[src/rtl/dda_traverse_ctrl.sv]
// rtl/dda_traverse_ctrl.sv - per-ray register file and query/step sequencing for the 3D DDA voxel walk
// The combinational axis-choose/step datapath lives in the parent; this block holds state and handshakes.
module dda_traverse_ctrl #(
  parameter int W          = 32,
  parameter int STEP_CNT_W = 8
) (
  input  logic                  clk,
  input  logic                  rst,
  input  logic                  start_valid,
  output logic                  start_ready,
  input  logic [5:0]            ix0,
  input  logic [5:0]            iy0,
  input  logic [5:0]            iz0,
  input  logic                  sx0,
  input  logic                  sy0,
  input  logic                  sz0,
  input  logic [W-1:0]          next_x0,
  input  logic [W-1:0]          next_y0,
  input  logic [W-1:0]          next_z0,
  input  logic [W-1:0]          inc_x0,
  input  logic [W-1:0]          inc_y0,
  input  logic [W-1:0]          inc_z0,
  input  logic [STEP_CNT_W-1:0] max_steps,
  input  logic                  abort,
  output logic [5:0]            cur_ix,
  output logic [5:0]            cur_iy,
  output logic [5:0]            cur_iz,
  output logic                  cur_sx,
  output logic                  cur_sy,
  output logic                  cur_sz,
  output logic [W-1:0]          cur_next_x,
  output logic [W-1:0]          cur_next_y,
  output logic [W-1:0]          cur_next_z,
  output logic [W-1:0]          cur_inc_x,
  output logic [W-1:0]          cur_inc_y,
  output logic [W-1:0]          cur_inc_z,
  input  logic [5:0]            upd_ix,
  input  logic [5:0]            upd_iy,
  input  logic [5:0]            upd_iz,
  input  logic [W-1:0]          upd_next_x,
  input  logic [W-1:0]          upd_next_y,
  input  logic [W-1:0]          upd_next_z,
  input  logic [1:0]            upd_primary_sel,
  input  logic [2:0]            upd_face_id,
  output logic                  vox_req,
  output logic [4:0]            vox_x,
  output logic [4:0]            vox_y,
  output logic [4:0]            vox_z,
  input  logic                  vox_ack,
  input  logic                  vox_solid,
  output logic                  res_valid,
  input  logic                  res_ready,
  output logic                  res_hit,
  output logic                  res_oob,
  output logic                  res_timeout,
  output logic [5:0]            res_ix,
  output logic [5:0]            res_iy,
  output logic [5:0]            res_iz,
  output logic [2:0]            res_face,
  output logic [W-1:0]          res_t,
  output logic [STEP_CNT_W-1:0] res_steps
);

  typedef enum logic [1:0] {IDLE, QUERY, STEP, DONE} state_e;

  localparam logic [2:0] NO_FACE = 3'd7;

  state_e                state_q, state_d;
  logic [2:0][5:0]       idx_q, idx_d;
  logic [2:0]            sgn_q, sgn_d;
  logic [2:0][W-1:0]     tmr_q, tmr_d;
  logic [2:0][W-1:0]     inc_q, inc_d;
  logic [STEP_CNT_W-1:0] max_q, max_d;
  logic [STEP_CNT_W-1:0] cnt_q, cnt_d;
  logic [W-1:0]          t_q, t_d;
  logic [2:0]            face_q, face_d;
  logic                  hit_q, hit_d;
  logic                  oob_q, oob_d;
  logic                  to_q, to_d;
  logic                  out_of_bounds;

  // Bit 5 catches both index 32 and the 63 produced by stepping below 0.
  assign out_of_bounds = idx_q[0][5] | idx_q[1][5] | idx_q[2][5];

  always_ff @(posedge clk or posedge rst) begin
    if (rst) begin
      state_q <= IDLE;
      idx_q   <= '0;
      sgn_q   <= '0;
      tmr_q   <= '0;
      inc_q   <= '0;
      max_q   <= '0;
      cnt_q   <= '0;
      t_q     <= '0;
      face_q  <= NO_FACE;
      hit_q   <= 1'b0;
      oob_q   <= 1'b0;
      to_q    <= 1'b0;
    end else begin
      state_q <= state_d;
      idx_q   <= idx_d;
      sgn_q   <= sgn_d;
      tmr_q   <= tmr_d;
      inc_q   <= inc_d;
      max_q   <= max_d;
      cnt_q   <= cnt_d;
      t_q     <= t_d;
      face_q  <= face_d;
      hit_q   <= hit_d;
      oob_q   <= oob_d;
      to_q    <= to_d;
    end
  end

  always_comb begin
    state_d = state_q;
    idx_d   = idx_q;
    sgn_d   = sgn_q;
    tmr_d   = tmr_q;
    inc_d   = inc_q;
    max_d   = max_q;
    cnt_d   = cnt_q;
    t_d     = t_q;
    face_d  = face_q;
    hit_d   = hit_q;
    oob_d   = oob_q;
    to_d    = to_q;

    if (abort && (state_q != IDLE)) begin
      state_d = IDLE;
    end else begin
      case (state_q)
        IDLE: begin
          if (start_valid) begin
            idx_d   = {iz0, iy0, ix0};
            sgn_d   = {sz0, sy0, sx0};
            tmr_d   = {next_z0, next_y0, next_x0};
            inc_d   = {inc_z0, inc_y0, inc_x0};
            max_d   = max_steps;
            cnt_d   = '0;
            t_d     = '0;
            face_d  = NO_FACE;
            hit_d   = 1'b0;
            oob_d   = 1'b0;
            to_d    = 1'b0;
            state_d = QUERY;
          end
        end
        QUERY: begin
          if (out_of_bounds) begin
            oob_d   = 1'b1;
            state_d = DONE;
          end else if (vox_ack) begin
            if (vox_solid) begin
              hit_d   = 1'b1;
              state_d = DONE;
            end else if (cnt_q == max_q) begin
              to_d    = 1'b1;
              state_d = DONE;
            end else begin
              state_d = STEP;
            end
          end
        end
        STEP: begin
          idx_d = {upd_iz, upd_iy, upd_ix};
          tmr_d = {upd_next_z, upd_next_y, upd_next_x};
          case (upd_primary_sel)
            2'd0:    t_d = tmr_q[0];
            2'd1:    t_d = tmr_q[1];
            2'd2:    t_d = tmr_q[2];
            default: t_d = '0;
          endcase
          face_d  = upd_face_id;
          cnt_d   = cnt_q + STEP_CNT_W'(1);
          state_d = QUERY;
        end
        DONE: begin
          if (res_ready) state_d = IDLE;
        end
        default: state_d = IDLE;
      endcase
    end
  end

  assign start_ready = (state_q == IDLE);
  assign vox_req     = (state_q == QUERY) && !out_of_bounds;
  assign res_valid   = (state_q == DONE);

  assign cur_ix     = idx_q[0];
  assign cur_iy     = idx_q[1];
  assign cur_iz     = idx_q[2];
  assign cur_sx     = sgn_q[0];
  assign cur_sy     = sgn_q[1];
  assign cur_sz     = sgn_q[2];
  assign cur_next_x = tmr_q[0];
  assign cur_next_y = tmr_q[1];
  assign cur_next_z = tmr_q[2];
  assign cur_inc_x  = inc_q[0];
  assign cur_inc_y  = inc_q[1];
  assign cur_inc_z  = inc_q[2];

  assign vox_x = idx_q[0][4:0];
  assign vox_y = idx_q[1][4:0];
  assign vox_z = idx_q[2][4:0];

  // Indices never move in DONE, so the live registers double as the frozen result.
  assign res_hit     = hit_q;
  assign res_oob     = oob_q;
  assign res_timeout = to_q;
  assign res_ix      = idx_q[0];
  assign res_iy      = idx_q[1];
  assign res_iz      = idx_q[2];
  assign res_face    = face_q;
  assign res_t       = t_q;
  assign res_steps   = cnt_q;

endmodule

[config.mk]
export PLATFORM = sky130hd
export DESIGN_NAME = dda_traverse_ctrl
export DESIGN_NICKNAME = d
export VERILOG_FILES = /design/src/rtl/dda_traverse_ctrl.sv
export SDC_FILE = /design/constraint.sdc
export NUM_CORES = 1
export LEC_CHECK = 0
export BUFFER_PORTS_ARGS = -buffer_cell sky130_fd_sc_hd__buf_2
export CAP_MARGIN = 20
export CELL_PAD_IN_SITES_DETAIL_PLACEMENT = 1
export CELL_PAD_IN_SITES_GLOBAL_PLACEMENT = 1
export CORE_AREA = 2 2 247 249
export DETAILED_ROUTE_END_ITERATION = 10
export DIE_AREA = 0 0 249 251
export GPL_TIMING_DRIVEN = 0
export PLACE_DENSITY = 0.65
export SYNTH_ARGS = -nofsm -noshare
export SYNTH_HDL_FRONTEND = slang
export SYNTH_SLANG_ARGS = --single-unit
export TNS_END_PERCENT = 1
[constraint.sdc]
create_clock -name clk -period 8 [get_ports clk]
set_input_delay 0.8 -clock clk [delete_from_list [all_inputs] [get_ports clk]]
set_output_delay 0.8 -clock clk [all_outputs]
set_load 0.005 [all_outputs]
==> metrics.txt <==
# TYPE chip_impl_metric gauge
chip_impl_info{name="outcome",value="finished, final reports clean"} 1
chip_impl_metric{name="ys_seq_elements",unit=""} 269
chip_impl_metric{name="avgViaCountPerCell",unit=""} 4.35
chip_impl_info{name="timing.critical_path.max_delay_family",value="buffers and inverters"} 1
chip_impl_metric{name="hold-worst-slack",unit="ns"} 0.386
chip_impl_metric{name="via_count",unit=""} 11963
chip_impl_metric{name="tightest_slew",unit="ns"} 0.752
chip_impl_info{name="clock-root-buffer",value="clkbuf_16"} 1
chip_impl_info{name="cp_cell_sequence",value="nor2b_1 -> buf_2 -> buf_2 -> buf_2 -> mux2i_1 -> o21ai_0"} 1
chip_impl_metric{name="filler_cells",unit=""} 7250
chip_impl_metric{name="routed_wl",unit="mm"} 58.7
chip_impl_metric{name="grt.total_usage",unit=""} 0.184
chip_impl_metric{name="synth-async-reset-ratio",unit=""} 1.00
chip_impl_metric{name="syn_area_per_cell",unit="um^2"} 9.64
chip_impl_metric{name="layout_cells_sized_above_1",unit=""} 0.397
chip_impl_metric{name="fp.dieArea",unit="mm^2"} 0.0625
chip_impl_metric{name="critical-path-max-stage-delay",unit="ns"} 0.63
chip_impl_metric{name="numClockSinks",unit=""} 269
chip_impl_metric{name="worst-endpoint-arrival",unit="ns"} 3.11
chip_impl_metric{name="route.detailed.drc",unit=""} 0
chip_impl_metric{name="p_per_area",unit="mW/mm^2"} 376
chip_impl_metric{name="die_y",unit="um"} 251
chip_impl_metric{name="io_pins",unit=""} 642
chip_impl_metric{name="period_minus_slack",unit="ns"} 2.74
chip_impl_metric{name="post_drt_wl_per_cell",unit="um"} 21.3
chip_impl_metric{name="vdd_ir_drop_max",unit="mV"} 0.154
chip_impl_metric{name="setup_viol_count_final",unit=""} 0
chip_impl_metric{name="cts.clk_slew.worst_paths",unit="ns"} 0.06
chip_impl_metric{name="net_count_final",unit=""} 2285
chip_impl_metric{name="grt_start_max_net_pins",unit=""} 42
chip_impl_metric{name="post_route_utilization",unit=""} 0.294
chip_impl_metric{name="place.detailed.instances",unit=""} 2683
chip_impl_metric{name="drt_pass1_iterations",unit=""} 4
chip_impl_metric{name="first_global_vias",unit=""} 12954
chip_impl_metric{name="total_clock_buffers_created_by_cts",unit=""} 34
chip_impl_metric{name="register_area",unit="mm^2"} 0.00674
chip_impl_metric{name="place_hpwl",unit="mm"} 47.7
chip_impl_metric{name="pre_cts_slack",unit="ns"} 4.84
chip_impl_info{name="tritoncts",value="built"} 1
chip_impl_info{name="rsz0062_at_grt",value="false"} 1
chip_impl_metric{name="drt_iter0_drc",unit=""} 359
chip_impl_metric{name="core_area",unit="mm^2"} 0.0598
chip_impl_metric{name="max_slew_headroom",unit=""} 0.498
chip_impl_metric{name="post_cts_resized",unit=""} 0
chip_impl_metric{name="min_period_over_period",unit=""} 0.342
chip_impl_metric{name="gr-total-overflow",unit=""} 0
chip_impl_metric{name="largest_fanout_of_any_net_on_the_critical_path",unit=""} 10
chip_impl_metric{name="setup_slack_of_the_critical_path_after_layout",unit="ns"} 5.26
chip_impl_metric{name="unique_cell_type_count_in_the_yosys_netlist",unit=""} 37
chip_impl_metric{name="synthesis.instances",unit=""} 1254
chip_impl_metric{name="drv_cap",unit=""} 0
chip_impl_info{name="worst_path_max_delay_cell",value="mux2i_1"} 1
chip_impl_metric{name="global_route_wire_length_before_repair",unit="mm"} 85.6
chip_impl_metric{name="share_of_synthesized_area_occupied_by_flip_flops_and_latches",unit=""} 0.557
chip_impl_info{name="worstHoldPathType",value="input pin to asynchronous set/reset pin"} 1
chip_impl_metric{name="grt_antenna_before_repair",unit=""} 17
chip_impl_metric{name="max_freq",unit="MHz"} 365
chip_impl_metric{name="post_cts_hold_buffer_count",unit=""} 0
chip_impl_metric{name="htree_levels",unit=""} 2
chip_impl_info{name="synth_flop_cell",value="dfrtp_1"} 1
chip_impl_metric{name="setup_tns",unit="ns"} 0
chip_impl_metric{name="final-instance-count-excl-fill",unit=""} 2749
chip_impl_info{name="cp-end-kind",value="flip-flop"} 1
chip_impl_metric{name="count_of_input_and_output_buffers",unit=""} 640
chip_impl_metric{name="final.setup_skew",unit="ns"} 0.0140
chip_impl_info{name="timing.setup.critical_path_class",value="flip-flop to flip-flop"} 1
chip_impl_metric{name="cts_post_setup_buffers_inserted",unit=""} 0
chip_impl_metric{name="critPathRequiredTime",unit="ns"} 8.38
chip_impl_metric{name="rows",unit=""} 90
chip_impl_metric{name="clkLatencyLatePin",unit="ns"} 0.53
chip_impl_metric{name="clock_tree.buffer_depth",unit=""} 3
chip_impl_metric{name="initial_core_utilization",unit=""} 0.202
chip_impl_metric{name="synthToLayoutAreaGrowth",unit="%"} 45.5
chip_impl_metric{name="cellLeakagePower",unit="nW"} 9.28
chip_impl_metric{name="synth-edff-count",unit=""} 0
chip_impl_info{name="timing.critical_path.mode_cell",value="buf_2"} 1
chip_impl_metric{name="ant_nets",unit=""} 0
chip_impl_metric{name="mappedNetlistArea",unit="mm^2"} 0.0121
chip_impl_metric{name="synth_fp_nets",unit=""} 1602
chip_impl_metric{name="path_buf_inv",unit=""} 3
chip_impl_metric{name="die-width",unit="um"} 249
chip_impl_metric{name="timing.final.max_slew_violations",unit=""} 0
chip_impl_metric{name="multi_input_comb_area",unit="mm^2"} 0.00471
chip_impl_metric{name="total_count_of_hold_check_failures_in_the_final_report",unit=""} 0
chip_impl_metric{name="synthesis.yosys.warnings",unit=""} 0
chip_impl_info{name="crit_path_start_kind",value="flip-flop"} 1
chip_impl_metric{name="global_placement_routability_congestion",unit=""} 0.896
## area by class of cell
type,count,share of cell area
multi-input combinational,867,0.268
sequential,269,0.383
clock buffer,49,0.0556
tap,782,0.0556
inverter,4,0.00107
buffer,114,0.0355
antenna,8,0.00114
timing repair buffer,647,0.190
clock inverter,9,0.0101
## flip-flops by register name, summed over array words and instances (netlist names)
register,count
cur_inc_x,32
cur_inc_y,32
cur_inc_z,32
cur_next_x,32
cur_next_y,32
cur_next_z,32
res_t,32
max_q,8
res_steps,8
cur_ix,6
cur_iy,6
cur_iz,6
res_face,3
sgn_q,3
state_q,2
res_hit,1
res_oob,1
res_timeout,1
## routing by layer
layer / global-route usage / part of all wire / routed length [um] / up-vias
li1: - / - / - / 5503
met1: 0.206 / 0.39 / 22700 / 5857
met2: 0.322 / 0.49 / 29000 / 490
met3: 0.0576 / 0.078 / 4550 / 103
met5: 0 / 0.00095 / 56 / -
met4: 0.0816 / 0.040 / 2330 / 10
## cells in the final DEF (no fill, tap or decap), types with 2 or more instances in the layout
cell and instances:
dfrtp_1 266, nand2_1 475, clkbuf_8 5, clkinv_2 2
buf_12 7, clkbuf_1 45, buf_2 677, or4_1 2
o21a_1 2, a21oi_1 8, nor2_1 8, or3_1 2
nor3_1 2, nand4_1 2, o22a_1 3, o21ai_0 150
a22o_1 33, mux2i_1 146, inv_1 3, o31ai_1 2
clkbuf_16 35, xor2_1 10, nand2b_1 3, nor4_1 2
nand3_1 2, dfstp_2 3, buf_1 2, buf_4 38
nor2b_1 4, bufinv_16 5, diode_2 8
## Yosys cell counts, types with 3 or more instances
master	instances	area, um^2
nand2_1	475	1780
nor2_1	8	30.0
clkbuf_1	36	135
xor2_1	10	87.6
nor2b_1	4	25.0
mux2i_1	146	1460
o21ai_0	150	751
dfstp_2	3	78.8
buf_4	38	285
o22a_1	3	26.3
nand2b_1	3	18.8
a21oi_1	8	40.0
inv_1	4	15.0
a22o_1	33	289
dfrtp_1	266	6660
buf_2	37	185
## final timing paths
check / startpoint / end / slack, ns / cells past startpoint
max: state_q[1] / cur_next_y[18] / 5.26 / 6
min: rst / cur_inc_z[4] / 0.39 / 2
min in group clk: cur_inc_x[11] / cur_inc_x[11] / 0.46 / 2
max in group asynchronous: rst / cur_next_x[6] / 6.37 / 5
max reg2reg: state_q[1] / cur_next_y[18] / 5.26 / 6
min reg2reg: cur_inc_x[11] / cur_inc_x[11] / 0.46 / 2
## worst reg2reg max path, delay by kind of cell (launching register included)
family | cells | cell delay (ns)
mux | 1 | 0.64
flops | 1 | 0.39
simple gates | 1 | 0.13
compound gates | 1 | 0.15
buf+inv | 3 | 1.28
## cells by family after synthesis
logic type | count (synthesis) | share of synthesized area
buffers and inverters | 118 | 0.0529
multiplexers | 146 | 0.121
AND/OR/NAND/NOR | 505 | 0.162
flip-flops | 269 | 0.557
AO/OA/AOI/OAI | 204 | 0.0982
XOR/XNOR | 11 | 0.00797
adder cells (fa/ha/maj) | 1 | 0.00103
## through the flow
stage / area [um^2] / power [mW]
after floorplan: 12100 / 3.55
after global placement: 16300 / 4.96
after detailed placement: 16400 / 5.07
after CTS: 17600 / 6.74
after global routing: 17600 / 7.09
final: 17600 / 6.62
## power breakdown
part           leakage [nW]  internal (mW)  switching (mW)
Clock                 0.565           1.01           0.612
Combinational          5.33           1.07            1.46
Sequential             3.38           1.95           0.516
Total                  9.28           4.03            2.59
Note: power is estimated with default switching activity, not from simulation.
